--- src/rtl/mem_bus_arbiter_if.sv ---
// Start/done bus bundle used for both requester ports and the downstream bus.
// A requester holds start/addr/data/we stable until a one-cycle done pulse.
interface mem_bus_arbiter_if;
    logic        start;
    logic        we;
    logic [31:0] addr;
    logic [31:0] data;
    logic [31:0] q;
    logic        done;

    // Side that issues requests and receives completions
    modport master (
        output start,
        output we,
        output addr,
        output data,
        input  q,
        input  done
    );

    // Side that serves requests and returns completions
    modport slave (
        input  start,
        input  we,
        input  addr,
        input  data,
        output q,
        output done
    );
endinterface

--- src/rtl/mem_bus_arbiter.sv ---
// Round-robin arbiter sharing one start/done memory bus between the
// instruction-fetch port and the data-memory port. The winning request is
// latched onto the bus, completion is routed only to the owner, and a
// watchdog aborts grants the bus never completes.
module mem_bus_arbiter #(
    parameter int TIMEOUT = 1024
) (
    input  logic              clk,
    input  logic              reset,
    mem_bus_arbiter_if.slave  i_port,
    mem_bus_arbiter_if.slave  d_port,
    mem_bus_arbiter_if.master bus,
    output logic              err_timeout
);
    localparam int              WD_W    = (TIMEOUT > 0) ? $clog2(TIMEOUT + 1) : 1;
    localparam bit              WD_EN   = (TIMEOUT > 0);
    localparam logic [WD_W-1:0] WD_LAST = (TIMEOUT > 0) ? WD_W'(TIMEOUT - 1) : {WD_W{1'b0}};

    localparam logic [1:0] IDLE    = 2'd0;
    localparam logic [1:0] GRANT_I = 2'd1;
    localparam logic [1:0] GRANT_D = 2'd2;

    localparam logic OWNER_I = 1'b0;
    localparam logic OWNER_D = 1'b1;

    logic [1:0]      state;
    logic            last_owner;
    logic [31:0]     lat_addr;
    logic [31:0]     lat_data;
    logic            lat_we;
    logic [WD_W-1:0] wd;
    logic [31:0]     i_hold;
    logic [31:0]     d_hold;

    logic            any_req;
    logic            pick_i;
    logic            granted;
    logic            expire;
    logic            finish;
    logic [31:0]     deliver;

    assign bus.addr = lat_addr;
    assign bus.data = lat_data;
    assign bus.we   = lat_we;

    // Pick the next owner from IDLE: a lone requester wins, a tie goes to the port that did not own the bus last
    always_comb begin
        any_req = i_port.start || d_port.start;
        if (i_port.start && d_port.start) begin
            pick_i = (last_owner == OWNER_D);
        end else if (i_port.start) begin
            pick_i = 1'b1;
        end else begin
            pick_i = 1'b0;
        end
    end

    // Decode the end of a grant: a genuine bus_done, or a watchdog abort when bus_done is still absent
    always_comb begin
        granted = (state == GRANT_I) || (state == GRANT_D);
        if (WD_EN && granted && !bus.done && (wd == WD_LAST)) begin
            expire = 1'b1;
        end else begin
            expire = 1'b0;
        end
        finish = granted && (bus.done || expire);
        if (bus.done) begin
            deliver = bus.q;
        end else begin
            deliver = 32'h0000_0000;
        end
    end

    // Drive the downstream request and route completion back only to the owner
    always_comb begin
        bus.start   = granted && !finish;
        i_port.done = finish && (state == GRANT_I);
        d_port.done = finish && (state == GRANT_D);
        if (finish && (state == GRANT_I)) begin
            i_port.q = deliver;
        end else begin
            i_port.q = i_hold;
        end
        if (finish && (state == GRANT_D)) begin
            d_port.q = deliver;
        end else begin
            d_port.q = d_hold;
        end
    end

    // Grant state, request latch, round-robin history, watchdog and sticky timeout flag
    always_ff @(posedge clk) begin
        if (reset) begin
            state       <= IDLE;
            last_owner  <= OWNER_D;
            lat_addr    <= 32'h0000_0000;
            lat_data    <= 32'h0000_0000;
            lat_we      <= 1'b0;
            wd          <= {WD_W{1'b0}};
            err_timeout <= 1'b0;
        end else begin
            case (state)
                IDLE: begin
                    if (any_req) begin
                        wd <= {WD_W{1'b0}};
                        if (pick_i) begin
                            state      <= GRANT_I;
                            last_owner <= OWNER_I;
                            lat_addr   <= i_port.addr;
                            lat_data   <= i_port.data;
                            lat_we     <= i_port.we;
                        end else begin
                            state      <= GRANT_D;
                            last_owner <= OWNER_D;
                            lat_addr   <= d_port.addr;
                            lat_data   <= d_port.data;
                            lat_we     <= d_port.we;
                        end
                    end
                end
                GRANT_I, GRANT_D: begin
                    if (finish) begin
                        state <= IDLE;
                        if (expire) begin
                            err_timeout <= 1'b1;
                        end
                    end else begin
                        wd <= wd + WD_W'(1'b1);
                    end
                end
                default: begin
                    state <= IDLE;
                end
            endcase
        end
    end

    // Remember the last value delivered to each port so q holds between completions
    always_ff @(posedge clk) begin
        if (reset) begin
            i_hold <= 32'h0000_0000;
            d_hold <= 32'h0000_0000;
        end else begin
            if (finish && (state == GRANT_I)) begin
                i_hold <= deliver;
            end
            if (finish && (state == GRANT_D)) begin
                d_hold <= deliver;
            end
        end
    end
endmodule

--- src/flat_wrapper.sv ---
// flat-port wrapper written by rule: the top's interface ports become plain ports
module mem_bus_arbiter_flat 
#(
    parameter int TIMEOUT = 1024
)
  (clk, reset, err_timeout, i_port_start, i_port_we, i_port_addr, i_port_data, i_port_q, i_port_done, d_port_start, d_port_we, d_port_addr, d_port_data, d_port_q, d_port_done, bus_start, bus_we, bus_addr, bus_data, bus_q, bus_done);
  mem_bus_arbiter_if i_port_i ();
  mem_bus_arbiter_if d_port_i ();
  mem_bus_arbiter_if bus_i ();
  input  logic clk;
  input  logic reset;
  output logic err_timeout;
  input wire logic [$bits(i_port_i.start)-1:0] i_port_start;
  input wire logic [$bits(i_port_i.we)-1:0] i_port_we;
  input wire logic [$bits(i_port_i.addr)-1:0] i_port_addr;
  input wire logic [$bits(i_port_i.data)-1:0] i_port_data;
  output wire logic [$bits(i_port_i.q)-1:0] i_port_q;
  output wire logic [$bits(i_port_i.done)-1:0] i_port_done;
  input wire logic [$bits(d_port_i.start)-1:0] d_port_start;
  input wire logic [$bits(d_port_i.we)-1:0] d_port_we;
  input wire logic [$bits(d_port_i.addr)-1:0] d_port_addr;
  input wire logic [$bits(d_port_i.data)-1:0] d_port_data;
  output wire logic [$bits(d_port_i.q)-1:0] d_port_q;
  output wire logic [$bits(d_port_i.done)-1:0] d_port_done;
  output wire logic [$bits(bus_i.start)-1:0] bus_start;
  output wire logic [$bits(bus_i.we)-1:0] bus_we;
  output wire logic [$bits(bus_i.addr)-1:0] bus_addr;
  output wire logic [$bits(bus_i.data)-1:0] bus_data;
  input wire logic [$bits(bus_i.q)-1:0] bus_q;
  input wire logic [$bits(bus_i.done)-1:0] bus_done;
  assign i_port_i.start = i_port_start;
  assign i_port_i.we = i_port_we;
  assign i_port_i.addr = i_port_addr;
  assign i_port_i.data = i_port_data;
  assign i_port_q = i_port_i.q;
  assign i_port_done = i_port_i.done;
  assign d_port_i.start = d_port_start;
  assign d_port_i.we = d_port_we;
  assign d_port_i.addr = d_port_addr;
  assign d_port_i.data = d_port_data;
  assign d_port_q = d_port_i.q;
  assign d_port_done = d_port_i.done;
  assign bus_start = bus_i.start;
  assign bus_we = bus_i.we;
  assign bus_addr = bus_i.addr;
  assign bus_data = bus_i.data;
  assign bus_i.q = bus_q;
  assign bus_i.done = bus_done;
  mem_bus_arbiter #(.TIMEOUT(TIMEOUT)) u_core (.clk(clk), .reset(reset), .i_port(i_port_i), .d_port(d_port_i), .bus(bus_i), .err_timeout(err_timeout));
endmodule
--- config.mk ---
export PLATFORM = sky130hd
export DESIGN_NAME = mem_bus_arbiter_flat
export DESIGN_NICKNAME = d
export VERILOG_FILES = /design/src/rtl/mem_bus_arbiter_if.sv /design/src/rtl/mem_bus_arbiter.sv /design/src/flat_wrapper.sv
export SDC_FILE = /design/constraint.sdc
export NUM_CORES = 1
export LEC_CHECK = 0
export ABC_AREA = 1
export BUFFER_PORTS_ARGS = -buffer_cell sky130_fd_sc_hd__clkbuf_2
export CAP_MARGIN = 20
export CORE_MARGIN = 2
export CORE_UTILIZATION = 35
export CTS_CLUSTER_SIZE = 16
export DETAILED_ROUTE_END_ITERATION = 10
export GPL_TIMING_DRIVEN = 0
export MAX_ROUTING_LAYER = met4
export SLEW_MARGIN = 10
export SYNTH_ARGS = -nofsm -noshare
export SYNTH_HDL_FRONTEND = slang
export SYNTH_SLANG_ARGS = --single-unit
--- constraint.sdc ---
create_clock -name clk -period 2.4 [get_ports clk]
set_input_delay 0.48 -clock clk [delete_from_list [all_inputs] [get_ports clk]]
set_output_delay 0.48 -clock clk [all_outputs]
set_load 0.02 [all_outputs]
==> results.md <==
* Placement-stage cell area at about 0.0084 mm²
* Number of gates on the worst path with buffers counted at 12
* Final core utilization at between 60% and 70%
* Clock latency on the worst-skew pair at between 0.4 and 0.5 ns
* Area enclosed by the die boundary at 0.0200 mm²
* Syn. warnings at 0
* Crit path buf inv count at 4
* Count of flip-flops with a built-in enable after synthesis at 0
* Combined global-route utilization of all metal layers at around a quarter
* Worst-path cell with the longest stage delay: sky130_fd_sc_hd__dfxtp_4
* 1st-pass router iterations at 7
* Worst Setup Slack post-DPL at -0.212 ns
* Post-route setup slack at -0.475 ns
* Leading cell type by number of instances after synthesis: sky130_fd_sc_hd__nand2_1
* Setup Skew at 0.0162 ns
* Time the worst path needs with I/O delays and setup at 2.87 ns
* Die outline width at 142 µm
* Top achievable clock speed at 348 MHz
* DR vias/cell at around 5
* Area of the core at 0.0186 mm²
* Vias in the first global route at 7,835
* Most prevalent standard cell on the critical path: sky130_fd_sc_hd__buf_6
* Slowest stage delay, CP at 0.36 ns
* I/O pin cnt at 300
* Standby leakage power at slightly below 0.006 µW
* Fraction of the cycle the final worst path needs at 120%
* Yosys reg bits at 144
* Class of the tightest hold or removal check: input pin to flop
* Worst slew margin relative to its limit at 36.7%
* RSZ-0062 raised after global routing: true
* Number of different library cells in the post-synthesis netlist at 24
* Number of max-cap violations at 0
* Type of destination of the critical path: primary output
* Maximum number of pins on one net before global-route repair at 17
* Overall overflow remaining after global route at 0
* Number of levels the H-tree was split into at 4
* Portion of synthesized cell area occupied by the leading cell type at 43.5%
* Final WL at a little over 30,000 µm
* Via count of the routed design at 8,558
* Clock tree from TritonCTS: built
* Floorplan row count at 50
* Clock-pin slew of the registers on the worst-case setup and hold paths at 0.07 ns
* Mean cell area of the mapped netlist at around 6.4 µm²
* Post-DP HPWL at 17,100 µm
* Net count after synthesis at 1,200
* Worst hold margin at 0.292 ns
* Fraction of final layout cells with drive strength greater than 1 at roughly 49%
* Number of DRC markers after the initial detailed-route iteration at 490
* Worst hold path depth at 3
* First-pass GRT wire length at 39,800 µm
* Final Cell Area at 0.0120 mm²
* Port Buffer Count at about 300
* Sinks on Clock Net at 144
* Most common flop cell mapped by yosys: sky130_fd_sc_hd__dfxtp_1
* Endpoints failing setup at 70
* Outcome: finished with violations
* Depth of the worst register-to-register path at 20
* Mapped Area at 0.00662 mm²
* Root buffer cell: sky130_fd_sc_hd__clkbuf_16
* Pwr Density at around 640 mW/mm²
* Initial Utilization at 35.5%
* CP Launch Type: flop
* Async SR Flop Fraction at 0%
* Top cells by instance count after synthesis: sky130_fd_sc_hd__nand2_1, sky130_fd_sc_hd__inv_1, sky130_fd_sc_hd__dfxtp_1
* Wirelength per Cell at 17.8 µm
* Transition time at the pin with the least slew margin at approximately 0.95 ns
* Height of the die at 142 µm
* Crit Path Max Fanout at 5
* Area Growth Syn to Fin at 80.6%
* Number of buffers added by the clock tree synthesis step at 17
* Highest ir drop seen on vdd at 0.000503 V
* Number of antenna violations at the first check in global routing at 1
* Number of hold violations in the final report at 0
* Area contributors post-synth: sky130_fd_sc_hd__dfxtp_1, sky130_fd_sc_hd__nand2_1, sky130_fd_sc_hd__inv_1
* Sequential fraction of the synthesis area at 43.5%
* Weighted congestion reported at the end of routability-driven placement at 0.865
* Total DRC errors in the routed layout at 0
* Fin Setup TNS at -16.90 ns
* Slew Limit Fails at 0
* Violations in the final reports: negative setup slack
* Arrival time of the worst setup path at 2.39 ns
* Worst Setup Path Type: flop to primary output
* Final ANT Viol Nets at 0
* Layout net count at about 1.7k
* Buffers from clock root to sink, at most at 2
* Critical path required time at 1.92 ns
* Top cell type by total area after synthesis: sky130_fd_sc_hd__dfxtp_1
* Crit-path cells: ha_4 > nand2_4 > nor2_4 > nand3_2 > a21oi_4 > buf_6 > nand2_8 > buf_6 > nand2_1 > nand2_2 > inv_1 > buf_4
* Number of instances in the synthesized netlist at about 1k
* Cell family contributing the most delay on the critical path: simple AND/OR/NAND/NOR gates
[stage by stage]
stage                     cells  power [µW]
after CTS                  1715        7220
after detailed placement   1559        4330
final                      1734        7640
after global placement     1559        4330
after global routing       1734        7960
after floorplan            1028        3720
[metal layers]
layer | up-vias | routed length [µm] | GRT usage (%)
li1 | 4070 | - | -
met1 | 3943 | 11200 | 28.3
met4 | 0 | 1750 | 9.74
met3 | 139 | 2330 | 7.02
met2 | 406 | 15600 | 45.5
met5 | - | 0 | -
[cells in the final DEF, fill, tap and decap left out, types with 23 or more instances in the layout]
cell type and instances:
sky130_fd_sc_hd__clkbuf_1 33, sky130_fd_sc_hd__inv_2 60, sky130_fd_sc_hd__clkbuf_2 235, sky130_fd_sc_hd__nor2_1 75, sky130_fd_sc_hd__buf_4 68, sky130_fd_sc_hd__dfxtp_1 133
sky130_fd_sc_hd__a31oi_1 65, sky130_fd_sc_hd__nand3_1 52, sky130_fd_sc_hd__clkbuf_16 23, sky130_fd_sc_hd__nand3_2 28, sky130_fd_sc_hd__inv_1 86, sky130_fd_sc_hd__nand2_1 294
sky130_fd_sc_hd__buf_8 43, sky130_fd_sc_hd__nand2_4 48, sky130_fd_sc_hd__nand2_2 63, sky130_fd_sc_hd__buf_6 93
[state kept, by name (all words and copies together) (netlist names)]
signal	flops
u_core.bus.addr	32
u_core.bus.data	32
u_core.bus.we	1
u_core.d_hold	32
u_core.err_timeout	1
u_core.i_hold	32
u_core.last_owner	1
u_core.state	2
u_core.wd	11
[power by group]
group	switching, µW	internal, µW
clock network	1070	1440
logic	1400	1020
registers	113	2590
[kinds of logic (layout without fill, tap and decap cells)]
logic type	after synthesis	after routing	synth area share [%]
simple gates	586	587	35.3
buf+inv	212	682	12.6
flops	144	144	43.5
compound gates	81	81	7.56
fa+ha+maj	5	5	0.945
other cells	0	1	0
[area by class of cell]
cell class                      instances  area, µm²
Antenna cell                            1       2.50
Buffer                                 59        370
Clock buffer                           21        450
Clock inverter                         10       90.1
Fill cell                            1498       6680
Inverter                              151        584
Multi-Input combinational cell        673       3740
Sequential cell                       144       2900
Tap cell                              234        293
Timing Repair Buffer                  441       3530
[worst reg2reg max path, delay by kind of cell (launching register included)]
| kind | cells | cell delay (ns) |
|---|---|---|
| compound gates | 1 | 0.21 |
| simple gates | 7 | 0.50 |
| fa+ha+maj | 1 | 0.15 |
| buf+inv | 11 | 1.32 |
| flops | 1 | 0.36 |
[path summary, 6_finish.rpt]
kind	start	endpoint	slack, ns
max	u_core.wd[0]$_SDFFE_PP0P_	i_port_q[26]	-0.47
min	d_port_data[11]	u_core.bus.data[11]$_SDFFE_PP0P_	0.29
max reg2reg	u_core.wd[0]$_SDFFE_PP0P_	u_core.d_hold[16]$_SDFF_PP0_	-0.20
min reg2reg	u_core.err_timeout$_SDFFE_PP0P_	u_core.err_timeout$_SDFFE_PP0P_	0.45
[repair_timing]
action,CTS,global route
hold buffers,0,0
setup endpoints to repair,67,79
cloned,6,7
setup buffers,120,43
resized for setup,258,354
pin swaps,12,48
No activity file was read; power rests on OpenSTA's default activity.
